[config.mk]
export PLATFORM = sky130hd
export DESIGN_NAME = counter_nbit_updown
export DESIGN_NICKNAME = d
export VERILOG_FILES = /design/src/rtl/counter_nbit_updown.sv
export SDC_FILE = /design/constraint.sdc
export NUM_CORES = 1
export LEC_CHECK = 0
export ABC_CLOCK_PERIOD_IN_PS = 1400
export CORE_AREA = 2 2 39 41
export CTS_CLUSTER_SIZE = 14
export DETAILED_ROUTE_END_ITERATION = 12
export DIE_AREA = 0 0 41 43
export DONT_BUFFER_PORTS = 1
export GPL_ROUTABILITY_DRIVEN = 0
export SLEW_MARGIN = 30
export SYNTH_ARGS = -nofsm -noshare
export SYNTH_HDL_FRONTEND = slang
export SYNTH_SLANG_ARGS = --single-unit
[constraint.sdc]
create_clock -name clk -period 1.4 [get_ports clk]
set_input_delay 0.07 -clock clk [delete_from_list [all_inputs] [get_ports clk]]
set_output_delay 0.07 -clock clk [all_outputs]
set_load 0.05 [all_outputs]
[src/rtl/counter_nbit_updown.sv]
// Purpose: N-bit modulo-M up/down counter with clear, clamped load, wrap/saturate, tc/carry/ovf.
// Latency: q, carry and ovf update one clk edge after their inputs; tc is combinational from q/t/up.
// Backpressure: none; t is a plain per-cycle enable, and cascading uses tc as the next stage's t.
module counter_nbit_updown #(
   parameter int              WIDTH    = 4,
   parameter longint unsigned MODULUS  = 16,
   parameter int              SATURATE = 0
) (
   input  logic             clk,
   input  logic             rst_n,
   input  logic             t,
   input  logic             up,
   input  logic             clear,
   input  logic             load,
   input  logic [WIDTH-1:0] load_val,
   output logic [WIDTH-1:0] q,
   output logic             tc,
   output logic             carry,
   output logic             ovf
);

   // Reject illegal width/modulus combinations when the design is elaborated.
   if ((WIDTH < 2) || (WIDTH > 32) || (MODULUS < 64'd2) || (MODULUS > (64'd1 << WIDTH)))
   begin : g_bad_param
      $error("counter_nbit_updown: WIDTH must be 2..32 and MODULUS 2..2^WIDTH");
   end

   // Highest legal count. The explicit compare against it keeps carry/ovf right
   // even when MODULUS = 2^WIDTH and the adder would wrap on its own.
   localparam logic [WIDTH-1:0] MAXV = WIDTH'(MODULUS - 64'd1);

   logic [WIDTH-1:0] cnt_q,   cnt_d;
   logic             carry_q, carry_d;
   logic             ovf_q,   ovf_d;
   logic             at_max;
   logic             at_zero;

   assign at_max  = (cnt_q == MAXV);
   assign at_zero = (cnt_q == '0);

   // Terminal count looks only at the count and the step request, never at carry/ovf,
   // so that a cascaded upper stage can use it directly as its enable.
   assign tc = t & ((up & at_max) | (~up & at_zero));

   // Next-state: clear beats load beats counting; a boundary step either wraps or holds.
   always_comb begin
      cnt_d   = cnt_q;
      carry_d = 1'b0;
      ovf_d   = ovf_q;
      if (clear) begin
         cnt_d = '0;
         ovf_d = 1'b0;
      end else if (load) begin
         cnt_d = (load_val > MAXV) ? MAXV : load_val;
      end else if (t) begin
         if (up) begin
            if (at_max) begin
               carry_d = 1'b1;
               ovf_d   = 1'b1;
               cnt_d   = (SATURATE != 0) ? cnt_q : '0;
            end else begin
               cnt_d = cnt_q + WIDTH'(1);
            end
         end else begin
            if (at_zero) begin
               carry_d = 1'b1;
               ovf_d   = 1'b1;
               cnt_d   = (SATURATE != 0) ? cnt_q : MAXV;
            end else begin
               cnt_d = cnt_q - WIDTH'(1);
            end
         end
      end
   end

   // State registers with synchronous active-low reset.
   always_ff @(posedge clk) begin
      if (!rst_n) begin
         cnt_q   <= '0;
         carry_q <= 1'b0;
         ovf_q   <= 1'b0;
      end else begin
         cnt_q   <= cnt_d;
         carry_q <= carry_d;
         ovf_q   <= ovf_d;
      end
   end

   assign q     = cnt_q;
   assign carry = carry_q;
   assign ovf   = ovf_q;

endmodule
After elaboration in Yosys (flattened, before gate mapping)
Cells that the tools add are included.

Register bits after elaboration: 6. Output and inout bits: 7. Word-level logic and storage cells: 34.

$add $sub $neg: 2. Magnitude comparators: 1. Equality and inequality tests: 2. Mux-type cells: 12. Bitwise operators: 8. Reduce and logical (&&, ||, !) cells: 6.

Operator list (number): $mux W4 (6); $mux W1 (6); $add A4 B1 Y4 const B (1); $eq A4 B4 Y1 const B (1); $gt A4 B4 Y1 const B (1); $logic_not A4 Y1 (1); $not A1 Y1 (4); $reduce_and A4 Y1 (1); $reduce_bool A2 Y1 (2); $reduce_or A4 Y1 (1); $sub A4 B1 Y4 const B (1); $and A1 B1 Y1 (3); $ne A2 B1 Y1 const B (1); $reduce_or A2 Y1 (1); $or A1 B1 Y1 (1).

Logic depth before layout (Yosys ltp)
Gate-level depths: netlist of run 1.

Word-level depth: 5. Depth in mapped cells: 6. Mapped depth without buffers: 6.

Worst setup path after synthesis of run 1
OpenSTA, ideal clock, no wires.

Path kind: flip-flop to output port. From: reg cnt_q[0] (netlist: q[0]). To: out tc. Data arrival time: 1.725 ns. Slack: -0.395 ns. Stages on the path, launching flop included: 6. Buffers on the path: 0. Cells stage by stage: dfxtp_1 -> inv_1 -> ha_1 -> nor4b_1 -> o21ai_0 -> inv_1.

Cells in the longest elaborated chain, start to end: 4. Elaborated cells on any way between the ends: 6. Those cells by class: 1 x eq/ne; 4 x bitwise; 1 x reduce/logical.

Ends and longest elaborated chain: start: declaration (RTL line 32) `logic [WIDTH-1:0] cnt_q, cnt_d;`; start signal: assignment (RTL line 83) `cnt_q <= cnt_d;`; $eq A4 B4 Y1 / $logic_not A4 Y1 (equally long branches) (RTL line 38, 39); $and A1 B1 Y1 (RTL line 43) `assign tc = t & ((up & at_max) | (~up & at_zero));`; $or A1 B1 Y1 (*) (RTL line 43); $and A1 B1 Y1 (*) (RTL line 43); end: declaration (RTL line 17) `output logic tc,`.

Mark *: on every way between the ends. The rest lies on a longest branch, timed or not.

Worst setup path after layout of run 1
From: reg cnt_q[0] (netlist: q[0]). To: reg cnt_q[3] (netlist: q[3]).

Cells in the longest elaborated chain, start to end: 5. Elaborated cells on any way between the ends: 9. Those cells by class: 2 x add/sub; 1 x eq/ne; 5 x mux; 1 x reduce/logical.

Ends and longest elaborated chain: $sub A4 B1 Y4, or another cell as far along (RTL line 70) `cnt_d = cnt_q - WIDTH'(1);`; $mux W4, on equally long branches (RTL line 65, 57); $mux W4 (*) (RTL line 56) `if (up) begin`; $mux W4 (*) (RTL line 55) `end else if (t) begin`; $mux W4 (*) (RTL line 53) `end else if (load) begin`.

Mark *: on every way between the ends. The rest lies on a longest branch, timed or not. The select of a mux whose other input is x is not followed. A chain may end at the register's enable or synchronous reset.

==> Flow_metrics.wiki, run 1 <==
{| class="wikitable"
! Metric !! Value
|-
| Flop-to-flop setup slack || -10 ps
|-
| Total power divided by cell area || 784 nW/µm²
|-
| Peak VDD IR || 341 µV
|-
| Number of instances in the placed design || 67
|-
| Initial cell density of the core || 0.280
|-
| Critical register-to-register path startpoint || q[0]$_SDFFE_PP0P_
|-
| Unrepaired setup endpoints after global routing || true
|-
| Count of cell types in the netlist || 25
|-
| Actual transition at the worst max-transition pin || 485 ps
|-
| Met3 track demand over resource || 0.0157
|-
| Yosys synthesis warning count || 0
|-
| Clock Path Buffers || 2
|-
| Final-stage net count || 75
|-
| Worst setup path endpoint || q[3]$_SDFFE_PP0P_
|-
| Iteration-0 DRC count of the detailed router || 0
|-
| Clock transition time at the flip-flop clock pins of the worst setup and hold paths || 50 ps
|-
| Average cell area after synthesis || 8.43 µm²
|-
| Aggregate global-route resource usage || 0.127
|-
| Core area || 1380 µm²
|-
| Most frequent cells in the layout || 8 x buf_4, 5 x nand2_1, 5 x dlygate4sd3_1
|-
| Cell at the root of the clock tree || clkbuf_4
|-
| Netlist Area Pre-Place || 388 µm²
|-
| Slowest library cell on the worst path || or4b_4
|-
| Post-route minimum period || 1410 ps
|-
| Global-route met1 utilization || 0.169
|-
| Critical path buffers and inverters || 0
|-
| Largest fanout on the critical path || 5
|-
| Met2 layer usage reported by global route || 0.194
|-
| DR vias || 394
|-
| Tightest Hold Check Type || in2reg
|-
| Number of register bits inferred by synthesis || 6
|-
| Global-route layer with the greatest usage || met2
|-
| Average detailed-routed wire length per instance || 14.0 µm
|-
| Die Outline Area || 1760 µm²
|-
| Crit path launch || q[0]$_SDFFE_PP0P_
|-
| Final non-filler cell total || 78
|-
| Average vias per placed instance || 5.05
|-
| Pin count of the biggest net entering global routing || 9
|-
| Number of core rows || 14
|-
| Maximum Capacitance Violations || 0
|-
| Async SR Flop Fraction || 0
|-
| Clock tree from TritonCTS || built
|-
| Number of I/O pins || 17
|-
| Ratio of final minimum period to clock period || 1.01
|-
| Share of the core filled with cells || 0.455
|-
| Capture point of the worst reg-to-reg path || q[3]$_SDFFE_PP0P_
|-
| Kind of start point of the critical path || flop
|-
| Area delta synth->final || 62.3%
|-
| Portion of the post-synthesis area used by sequential elements || 0.310
|-
| Number of antenna violations at the first check in global routing || 0
|-
| Number of port buffers || 0
|-
| Share of layout cells above drive strength 1 || 0.468
|-
| Antenna Cells || 0
|-
| Setup CP Type || reg2reg
|-
| Final critical-path setup slack || -9.94 ps
|-
| Number of iterations in the first detailed-routing pass || 1
|-
| Cells along the critical path || or4b_4 -> o311a_1 -> o221ai_2 -> a21oi_2
|-
| Commonest non-fill, non-tap cell in the layout || buf_4
|-
| Syn Inst Count || 46
|-
| Die span in x || 41 µm
|-
| First-pass GRT wire length || 1520 µm
|-
| Main flop type after synthesis || dfxtp_1
|-
| Number of logic stages on the critical path including buffering || 4
|-
| Largest incremental delay on the critical path || 540 ps
|-
| Clock net sink count || 6
|-
| Grt ovf || 0
|-
| DRC || 0
|-
| Remaining antenna violation count || 0
|-
| Worst setup skew after layout || 4.16 ps
|-
| Pre-CTS setup slack || 2.12 ps
|-
| H-tree levels || 1
|-
| Fmax || 709 MHz
|-
| Final hold violation count || 0
|-
| Count of final setup violators || 1
|-
| Layout filler cell count || 144
|-
| CP delay by family, top || simple AND/OR/NAND/NOR gates
|-
| Count of cells along the worst register-to-register path || 4
|-
| Vias in the first global route || 364
|-
| Number of buffers created by CTS || 3
|-
| Wirelength, routed || 1090 µm
|-
| Height of the chip || 43 µm
|-
| Synthesized net count || 58
|-
| Post-synth EDFFs || 0
|-
| Source-to-sink clock delay at the later pin of the worst-skew pair || 240 ps
|-
| Kind of capture point of the worst setup path || flop
|-
| WP data required || 1520 ps
|-
| Run status || finished, violations left
|-
| Power after layout || 0.493 mW
|-
| Failing checks || setup timing
|-
| Arrival time of data at the critical path endpoint || 1530 ps
|-
| HPWL Detailed || 674 µm
|-
| Reported leakage power || 0.258 nW
|-
| Final count of pins violating max slew || 0
|-
| Setup TNS || -9.94 ps
|-
| Worst slew margin relative to its limit || 0.676
|}
## Yosys cell counts, drive strengths merged (2+ instances only)
cell / number / share of area
inv: 4 / 0.039
nand2: 5 / 0.048
nor2: 3 / 0.029
ha: 2 / 0.065
dfxtp: 6 / 0.31
a21oi: 4 / 0.052
nand2b: 2 / 0.032
xor2: 3 / 0.068
## report_power, final
| group | leakage, nW | internal [mW] | switching (mW) |
|---|---|---|---|
| Clock | 0.0150 | 0.108 | 0.0649 |
| Sequential | 0.0515 | 0.175 | 0.0149 |
| Combinational | 0.192 | 0.0601 | 0.0699 |
| Total | 0.258 | 0.344 | 0.150 |
## per-layer routing
layer  vias up  routed length [µm]
met2        23                 535
met1       174                 466
li1        197                   -
met5         -                   0
met3         0                  88
met4         0                   0
## worst min path at each step
stage | start | to | slack (ps) | cells past startpoint
final | load | ovf$_SDFFE_PP0P_ | 20 | 2
after floorplan | load_val[0] | q[0]$_SDFFE_PP0P_ | 200 | 2
after detailed placement | load | carry$_SDFF_PP0_ | 160 | 1
after CTS | load | ovf$_SDFFE_PP0P_ | 9 | 2
after global placement | load | carry$_SDFF_PP0_ | 160 | 1
after global routing | load | ovf$_SDFFE_PP0P_ | 6 | 2
## final cells by class
type                    count  area, µm²  share of cell area
inverters                   4       25.0              0.0398
flip-flops and latches      6        133               0.211
clock buffers               4       26.3              0.0417
multi-input cells          35        315               0.501
repair buffers             13        110               0.175
well taps                  16       20.0              0.0318
## cells by family after synthesis
family / count (synthesis) / synth area share
AOI/OAI and AO/OA: 12 / 0.219
muxes: 2 / 0.0548
adders and majority gates: 2 / 0.0645
xor gates and xnor gates: 3 / 0.0678
and+or+nand+nor: 16 / 0.232
buffers and inverters: 5 / 0.0516
DFF: 6 / 0.310
## registers in the layout (all words and copies together) (netlist names)
signal  cells
carry       1
q           4
ovf         1
## metrics by stage
step | area (µm²) | hold WS, ps
2_1_floorplan | 400 | 196
3_3_place_gp | 460 | 162
3_5_place_dp | 460 | 156
4_1_cts | 582 | 9.20
5_1_grt | 629 | 6.49
6_report | 629 | 20.5
## what timing repair did
action	in CTS	in global routing
gates resized for setup	11	7
buffers inserted	0	2
hold endpoints to repair	4	1
setup endpoints to repair	2	2
hold buffers	4	1
pin swaps	3	3
Power figures use the tool's default switching activity.
==> run 2, diff against run 1 <==
--- a/config.mk
+++ b/config.mk
@@ -6,10 +6,11 @@
 export NUM_CORES = 1
 export LEC_CHECK = 0
 export ABC_CLOCK_PERIOD_IN_PS = 1400
-export CORE_AREA = 2 2 39 41
+export CORE_AREA = 3 3 40 42
+export CTS_CLUSTER_DIAMETER = 30
 export CTS_CLUSTER_SIZE = 14
 export DETAILED_ROUTE_END_ITERATION = 12
-export DIE_AREA = 0 0 41 43
+export DIE_AREA = 0 0 43 45
 export DONT_BUFFER_PORTS = 1
 export GPL_ROUTABILITY_DRIVEN = 0
 export SLEW_MARGIN = 30
==> run 2 against run 1 <==
Net effect:
- the flow now finishes without violations
- sequential power decreased by 2%
- worst hold slack worse by 0.55 ps
- global-route usage is 0.24 points lower
- final cell count increased by 1.3%
- wire length up 2.1%
- clock-buffer cell count is the same
- combinational power rose by 8%
- sequential cell count unchanged
- clock power rose by 7%
- die area rose by 9.8%
- fmax up 0.76%
- core utilization grew 5.2 points
- critical endpoint is now tc
- highest routed layer is now met4
==> Flow_metrics.wiki, run 2 (synthesized netlist as in run 1, its figures left out) <==
{| class="wikitable"
! Metric !! Value
|-
| Run status || completed (was finished, violations left)
|-
| Number of instances in the placed design || 67 (unchanged)
|-
| Flop-to-flop setup slack || 50 ps (was -10 ps)
|-
| Die Outline Area || 1940 µm² (was 1760 µm²)
|-
| Die span in x || 43 µm (was 41 µm)
|-
| Count of final setup violators || 0 (was 1)
|-
| Largest fanout on the critical path || 5 (unchanged)
|-
| Number of I/O pins || 17 (unchanged)
|-
| Tightest Hold Check Type || in2reg (unchanged)
|-
| Wirelength, routed || 1110 µm (was 1090 µm)
|-
| Final hold violation count || 0 (unchanged)
|-
| Height of the chip || 45 µm (was 43 µm)
|-
| Share of layout cells above drive strength 1 || 0.453 (was 0.468)
|-
| Aggregate global-route resource usage || 0.124 (was 0.127)
|-
| Worst setup skew after layout || 2.93 ps (was 4.16 ps)
|-
| Number of core rows || 13 (was 14)
|-
| Remaining antenna violation count || 0 (unchanged)
|-
| Clock Path Buffers || 2 (unchanged)
|-
| Reported leakage power || 0.271 nW (was 0.258 nW)
|-
| Setup TNS || 0 ps (was -9.94 ps)
|-
| Grt ovf || 0 (unchanged)
|-
| DR vias || 409 (was 394)
|-
| Total power divided by cell area || 787 nW/µm² (was 784 nW/µm²)
|-
| Max reg flops || 4 (unchanged)
|-
| Iteration-0 DRC count of the detailed router || 1 (was 0)
|-
| Count of cells along the worst register-to-register path || 7 (was 4)
|-
| Number of port buffers || 0 (unchanged)
|-
| Unrepaired setup endpoints after global routing || true (unchanged)
|-
| Worst slew margin relative to its limit || 0.680 (was 0.676)
|-
| Layout filler cell count || 129 (was 144)
|-
| Fmax || 715 MHz (was 709 MHz)
|-
| Maximum Capacitance Violations || 0 (unchanged)
|-
| Worst hold slack || 20.0 ps (was 20.5 ps)
|-
| Worst hold path startpoint || t (was load)
|-
| Clock net sink count || 6 (unchanged)
|-
| Cell at the root of the clock tree || clkbuf_4 (unchanged)
|-
| Number of antenna violations at the first check in global routing || 0 (unchanged)
|-
| Min-Delay Path Depth || 3 (was 2)
|-
| WP data required || 1330 ps (was 1520 ps)
|-
| Kind of start point of the critical path || flop (unchanged)
|-
| Pre-CTS setup slack || 38.6 ps (was 2.12 ps)
|-
| Peak VDD IR || 424 µV (was 341 µV)
|-
| Vias in the first global route || 388 (was 364)
|-
| H-tree levels || 1 (unchanged)
|-
| Clock tree from TritonCTS || built (unchanged)
|-
| Crit path launch || q[0]$_SDFFE_PP0P_ (unchanged)
|-
| Source-to-sink clock delay at the later pin of the worst-skew pair || 250 ps (was 240 ps)
|-
| Critical register-to-register path startpoint || q[0]$_SDFFE_PP0P_ (unchanged)
|-
| Most frequent cells in the layout || 8 x buf_4, 6 x dlygate4sd3_1, 5 x nand2_1 (was 8 x buf_4, 5 x nand2_1, 5 x dlygate4sd3_1)
|-
| Initial cell density of the core || 0.302 (was 0.280)
|-
| Final non-filler cell total || 79 (was 78)
|-
| Final critical-path setup slack || 0.657 ps (was -9.94 ps)
|-
| Clock transition time at the flip-flop clock pins of the worst setup and hold paths || 50 ps (about the same)
|-
| Capture point of the worst reg-to-reg path || ovf$_SDFFE_PP0P_ (was q[3]$_SDFFE_PP0P_)
|-
| HPWL Detailed || 704 µm (was 674 µm)
|-
| Commonest non-fill, non-tap cell in the layout || buf_4 (unchanged)
|-
| Antenna Cells || 0 (unchanged)
|-
| Hold-critical path endpoint || q[1]$_SDFFE_PP0P_ (was ovf$_SDFFE_PP0P_)
|-
| Average detailed-routed wire length per instance || 14.1 µm (was 14.0 µm)
|-
| Final count of pins violating max slew || 0 (unchanged)
|-
| Final design instance area without fill || 651 µm² (was 629 µm²)
|-
| Final-stage net count || 77 (was 75)
|-
| Number of buffers created by CTS || 3 (unchanged)
|-
| Average vias per placed instance || 5.18 (was 5.05)
|-
| Ratio of final minimum period to clock period || 1.00 (was 1.01)
|-
| Number of iterations in the first detailed-routing pass || 4 (was 1)
|-
| Area delta synth->final || 67.7% (was 62.3%)
|-
| Kind of capture point of the worst setup path || output port (was flop)
|-
| Pin count of the biggest net entering global routing || 9 (unchanged)
|-
| Share of the core filled with cells || 0.506 (was 0.455)
|-
| Instance area after placement || 467 µm² (was 460 µm²)
|-
| Arrival time of data at the critical path endpoint || 1330 ps (was 1530 ps)
|-
| DRC || 0 (unchanged)
|-
| Power after layout || 0.512 mW (was 0.493 mW)
|-
| First-pass GRT wire length || 1730 µm (was 1520 µm)
|-
| Post-route minimum period || 1400 ps (was 1410 ps)
|-
| Actual transition at the worst max-transition pin || 479 ps (was 485 ps)
|-
| Setup CP Type || reg2out (was reg2reg)
|-
| Core area || 1280 µm² (was 1380 µm²)
|}
## run 2: worst max-delay path by stage
stage                         to  slack (ps)
2_1_floorplan  q[2]$_SDFFE_PP0P_           1
4_1_cts                       tc           3
5_1_grt                       tc         -60
3_3_place_gp   q[3]$_SDFFE_PP0P_          40
3_5_place_dp    ovf$_SDFFE_PP0P_          40
6_report                      tc         0.7
## run 2: final cells by class
cell class,instances,area (µm²),area share
well taps,15,18.8,0.0288
clock buffers,4,26.3,0.0404
flip-flops and latches,6,133,0.204
inverters,4,25.0,0.0385
multi-input cells,35,317,0.487
repair buffers,15,131,0.202
## run 2: power by group
group,internal [mW],switching (mW)
clock network,0.109,0.0760
logic,0.0674,0.0737
registers,0.175,0.0112
total,0.351,0.161
## run 2: critical path, cell delays in order, from the launching register on
cell and delay, ps:
dfxtp_4 370, ha_4 170, and4_4 180, o21ai_4 210, clkinv_4 150
## run 2: per-layer routing
layer / vias to the layer above / track usage / wire (µm)
met3: 5 / 0.0359 / 103
met5: - / 0 / 0
met4: 0 / 0.108 / 32
met2: 22 / 0.168 / 482
li1: 198 / - / -
met1: 184 / 0.161 / 495
## run 2: repair_timing
action | 4_1_cts | 5_1_grt
hold endpoints to repair | 4 | 2
setup endpoints to repair | 1 | 4
resized for setup | 9 | 10
pin swaps | 3 | 5
setup buffers | 1 | 1
hold buffers | 4 | 2
==> run 3, diff against run 2 <==
--- a/config.mk
+++ b/config.mk
@@ -6,12 +6,12 @@
 export NUM_CORES = 1
 export LEC_CHECK = 0
 export ABC_CLOCK_PERIOD_IN_PS = 1400
+export BUFFER_PORTS_ARGS = -buffer_cell sky130_fd_sc_hd__buf_2
 export CORE_AREA = 3 3 40 42
 export CTS_CLUSTER_DIAMETER = 30
 export CTS_CLUSTER_SIZE = 14
 export DETAILED_ROUTE_END_ITERATION = 12
 export DIE_AREA = 0 0 43 45
-export DONT_BUFFER_PORTS = 1
 export GPL_ROUTABILITY_DRIVEN = 0
 export SLEW_MARGIN = 30
 export SYNTH_ARGS = -nofsm -noshare
==> run 3 against run 2 <==
Net effect:
- register-to-register slack worse by 50 ps
- critical path depth stayed put
- clock skew is 2.3 ps lower
- final cell count is 11% higher
- largest power group is now the clock network
- sequential share of layout area is 0.23 points lower
- worst hold slack better by 33 ps
- first-iteration DRC count grew to 4.0 times the previous value
- sequential power hardly changed
- power is 3.2% higher
- critical endpoint is now q[3]$_SDFFE_PP0P_
- non-clock buffer count is 9 higher
==> Flow_metrics.wiki, run 3 (synthesized netlist as in run 1, its figures left out) <==
{| class="wikitable"
! Metric !! Value
|-
| Number of iterations in the first detailed-routing pass || 2 (was 4)
|-
| Worst setup skew after layout || 0.619 ps (was 2.93 ps)
|-
| DRC || 0 (unchanged)
|-
| Worst slew margin relative to its limit || 0.824 (was 0.680)
|-
| Average detailed-routed wire length per instance || 12.3 µm (was 14.1 µm)
|-
| Final-stage net count || 86 (was 77)
|-
| Remaining antenna violation count || 0 (unchanged)
|-
| Peak VDD IR || 405 µV (was 424 µV)
|-
| Iteration-0 DRC count of the detailed router || 4 (was 1)
|-
| Die Outline Area || 1940 µm² (unchanged)
|-
| Number of buffers created by CTS || 3 (unchanged)
|-
| Final hold violation count || 0 (unchanged)
|-
| Number of port buffers || 16 (was 0)
|-
| Final non-filler cell total || 88 (was 79)
|-
| Run status || completed (unchanged)
|-
| Share of layout cells above drive strength 1 || 0.589 (was 0.453)
|-
| WP data required || 1530 ps (was 1330 ps)
|-
| Average vias per placed instance || 5.05 (was 5.18)
|-
| Arrival time of data at the critical path endpoint || 1530 ps (was 1330 ps)
|-
| Slowest library cell on the worst path || or4b_1 (was dfxtp_4)
|-
| Core area || 1280 µm² (unchanged)
|-
| Kind of capture point of the worst setup path || flop (was output port)
|-
| Aggregate global-route resource usage || 0.127 (was 0.124)
|-
| Number of core rows || 13 (unchanged)
|-
| Most frequent cells in the layout || 15 x buf_2, 8 x buf_4, 5 x nand2_1 (was 8 x buf_4, 6 x dlygate4sd3_1, 5 x nand2_1)
|-
| Total power divided by cell area || 803 nW/µm² (was 787 nW/µm²)
|-
| Count of final setup violators || 0 (unchanged)
|-
| First-pass GRT wire length || 1790 µm (was 1730 µm)
|-
| HPWL Detailed || 671 µm (was 704 µm)
|-
| Grt ovf || 0 (unchanged)
|-
| Clock tree from TritonCTS || built (unchanged)
|-
| Die span in x || 43 µm (unchanged)
|-
| H-tree levels || 1 (unchanged)
|-
| Cells along the critical path || or4b_1 -> o311a_1 -> o221ai_1 -> a21oi_1 (was ha_4 -> and4_4 -> o21ai_4 -> clkinv_4)
|-
| Max reg flops || 4 (unchanged)
|-
| Actual transition at the worst max-transition pin || 264 ps (was 479 ps)
|-
| CP delay by family, top || simple AND/OR/NAND/NOR gates (was flip-flops)
|-
| Unrepaired setup endpoints after global routing || true (unchanged)
|-
| Flop-to-flop setup slack || 3 ps (was 50 ps)
|-
| Post-route minimum period || 1400 ps (about the same)
|-
| Clock Path Buffers || 2 (unchanged)
|-
| Largest incremental delay on the critical path || 530 ps (was 370 ps)
|-
| Kind of start point of the critical path || flop (unchanged)
|-
| Total of hold buffers inserted after clock tree synthesis || 0 (was 4)
|-
| Number of I/O pins || 17 (unchanged)
|-
| Number of antenna violations at the first check in global routing || 0 (unchanged)
|-
| Power after layout || 0.528 mW (was 0.512 mW)
|-
| Cell at the root of the clock tree || clkbuf_4 (unchanged)
|-
| Source-to-sink clock delay at the later pin of the worst-skew pair || 250 ps (about the same)
|-
| Critical path buffers and inverters || 0 (was 1)
|-
| Vias in the first global route || 434 (was 388)
|-
| Wirelength, routed || 1090 µm (was 1110 µm)
|-
| Area delta synth->final || 69.7% (was 67.7%)
|-
| Reported leakage power || 0.312 nW (was 0.271 nW)
|-
| Number of instances in the placed design || 78 (was 67)
|-
| Commonest non-fill, non-tap cell in the layout || buf_2 (was buf_4)
|-
| Largest fanout on the critical path || 6 (was 5)
|-
| Tightest Hold Check Type || in2reg (unchanged)
|-
| Ratio of final minimum period to clock period || 0.998 (was 1.00)
|-
| Pin count of the biggest net entering global routing || 9 (unchanged)
|-
| Maximum Capacitance Violations || 0 (unchanged)
|-
| Share of the core filled with cells || 0.512 (was 0.506)
|-
| Fmax || 716 MHz (was 715 MHz)
|-
| DR vias || 444 (was 409)
|-
| Height of the chip || 45 µm (unchanged)
|-
| Initial cell density of the core || 0.302 (unchanged)
|-
| Clock net sink count || 6 (unchanged)
|-
| Final count of pins violating max slew || 0 (unchanged)
|-
| Setup CP Type || reg2reg (was reg2out)
|-
| Clock transition time at the flip-flop clock pins of the worst setup and hold paths || 50 ps (about the same)
|-
| Antenna Cells || 0 (unchanged)
|}
[run 3: metal layers]
metal	up-vias	global-route usage	part of all wire
li1	219	-	-
met1	207	0.138	0.43
met2	16	0.213	0.49
met3	2	0.0478	0.073
met4	0	0.0723	0.013
met5	-	0	0
[run 3: worst paths after layout]
| kind | from | endpoint | cells after the start |
|---|---|---|---|
| max | q[0]$_SDFFE_PP0P_ | q[3]$_SDFFE_PP0P_ | 4 |
| min | load_val[1] | q[1]$_SDFFE_PP0P_ | 3 |
| max reg2reg | q[0]$_SDFFE_PP0P_ | q[3]$_SDFFE_PP0P_ | 4 |
| min reg2reg | ovf$_SDFFE_PP0P_ | ovf$_SDFFE_PP0P_ | 2 |
[run 3: timing repair]
item / 4_1_cts / 5_1_grt
pin swaps: 3 / 4
buffers inserted: 5 / 1
endpoints found under the hold margin: 0 / 0
resized for setup: 13 / 3
endpoints found under the setup margin: 1 / 4
[run 3: worst register-to-register path, cell delays in order, from the launching register on]
cell,delay (ps)
dfxtp_4,370
or4b_1,530
o311a_1,140
o221ai_1,150
a21oi_1,80
[run 3: stage by stage]
| step | setup TNS, ps | instance area [µm²] | hold WS [ps] | worst slack, ps |
|---|---|---|---|---|
| finish | 0 | 658 | 53.3 | 3.41 |
| global route | -131 | 658 | 56.3 | -78.5 |
| CTS | -7.96 | 632 | 44.5 | -7.96 |
| detailed placement | 0 | 509 | 316 | 21.9 |
| global placement | 0 | 509 | 311 | 37.0 |
| floorplan | 0 | 400 | 196 | 1.27 |
[run 3: layout make-up]
type / count / area [µm²]
clock buffers: 4 / 26.3
well taps: 15 / 18.8
multi-input cells: 35 / 310
flip-flops and latches: 6 / 133
repair buffers: 24 / 150
inverters: 4 / 20.0
fillers: 128 / 627
[run 3: report_power, final]
group / internal, mW / switching (mW)
logic: 0.0713 / 0.0829
clock network: 0.109 / 0.0792
registers: 0.175 / 0.0109
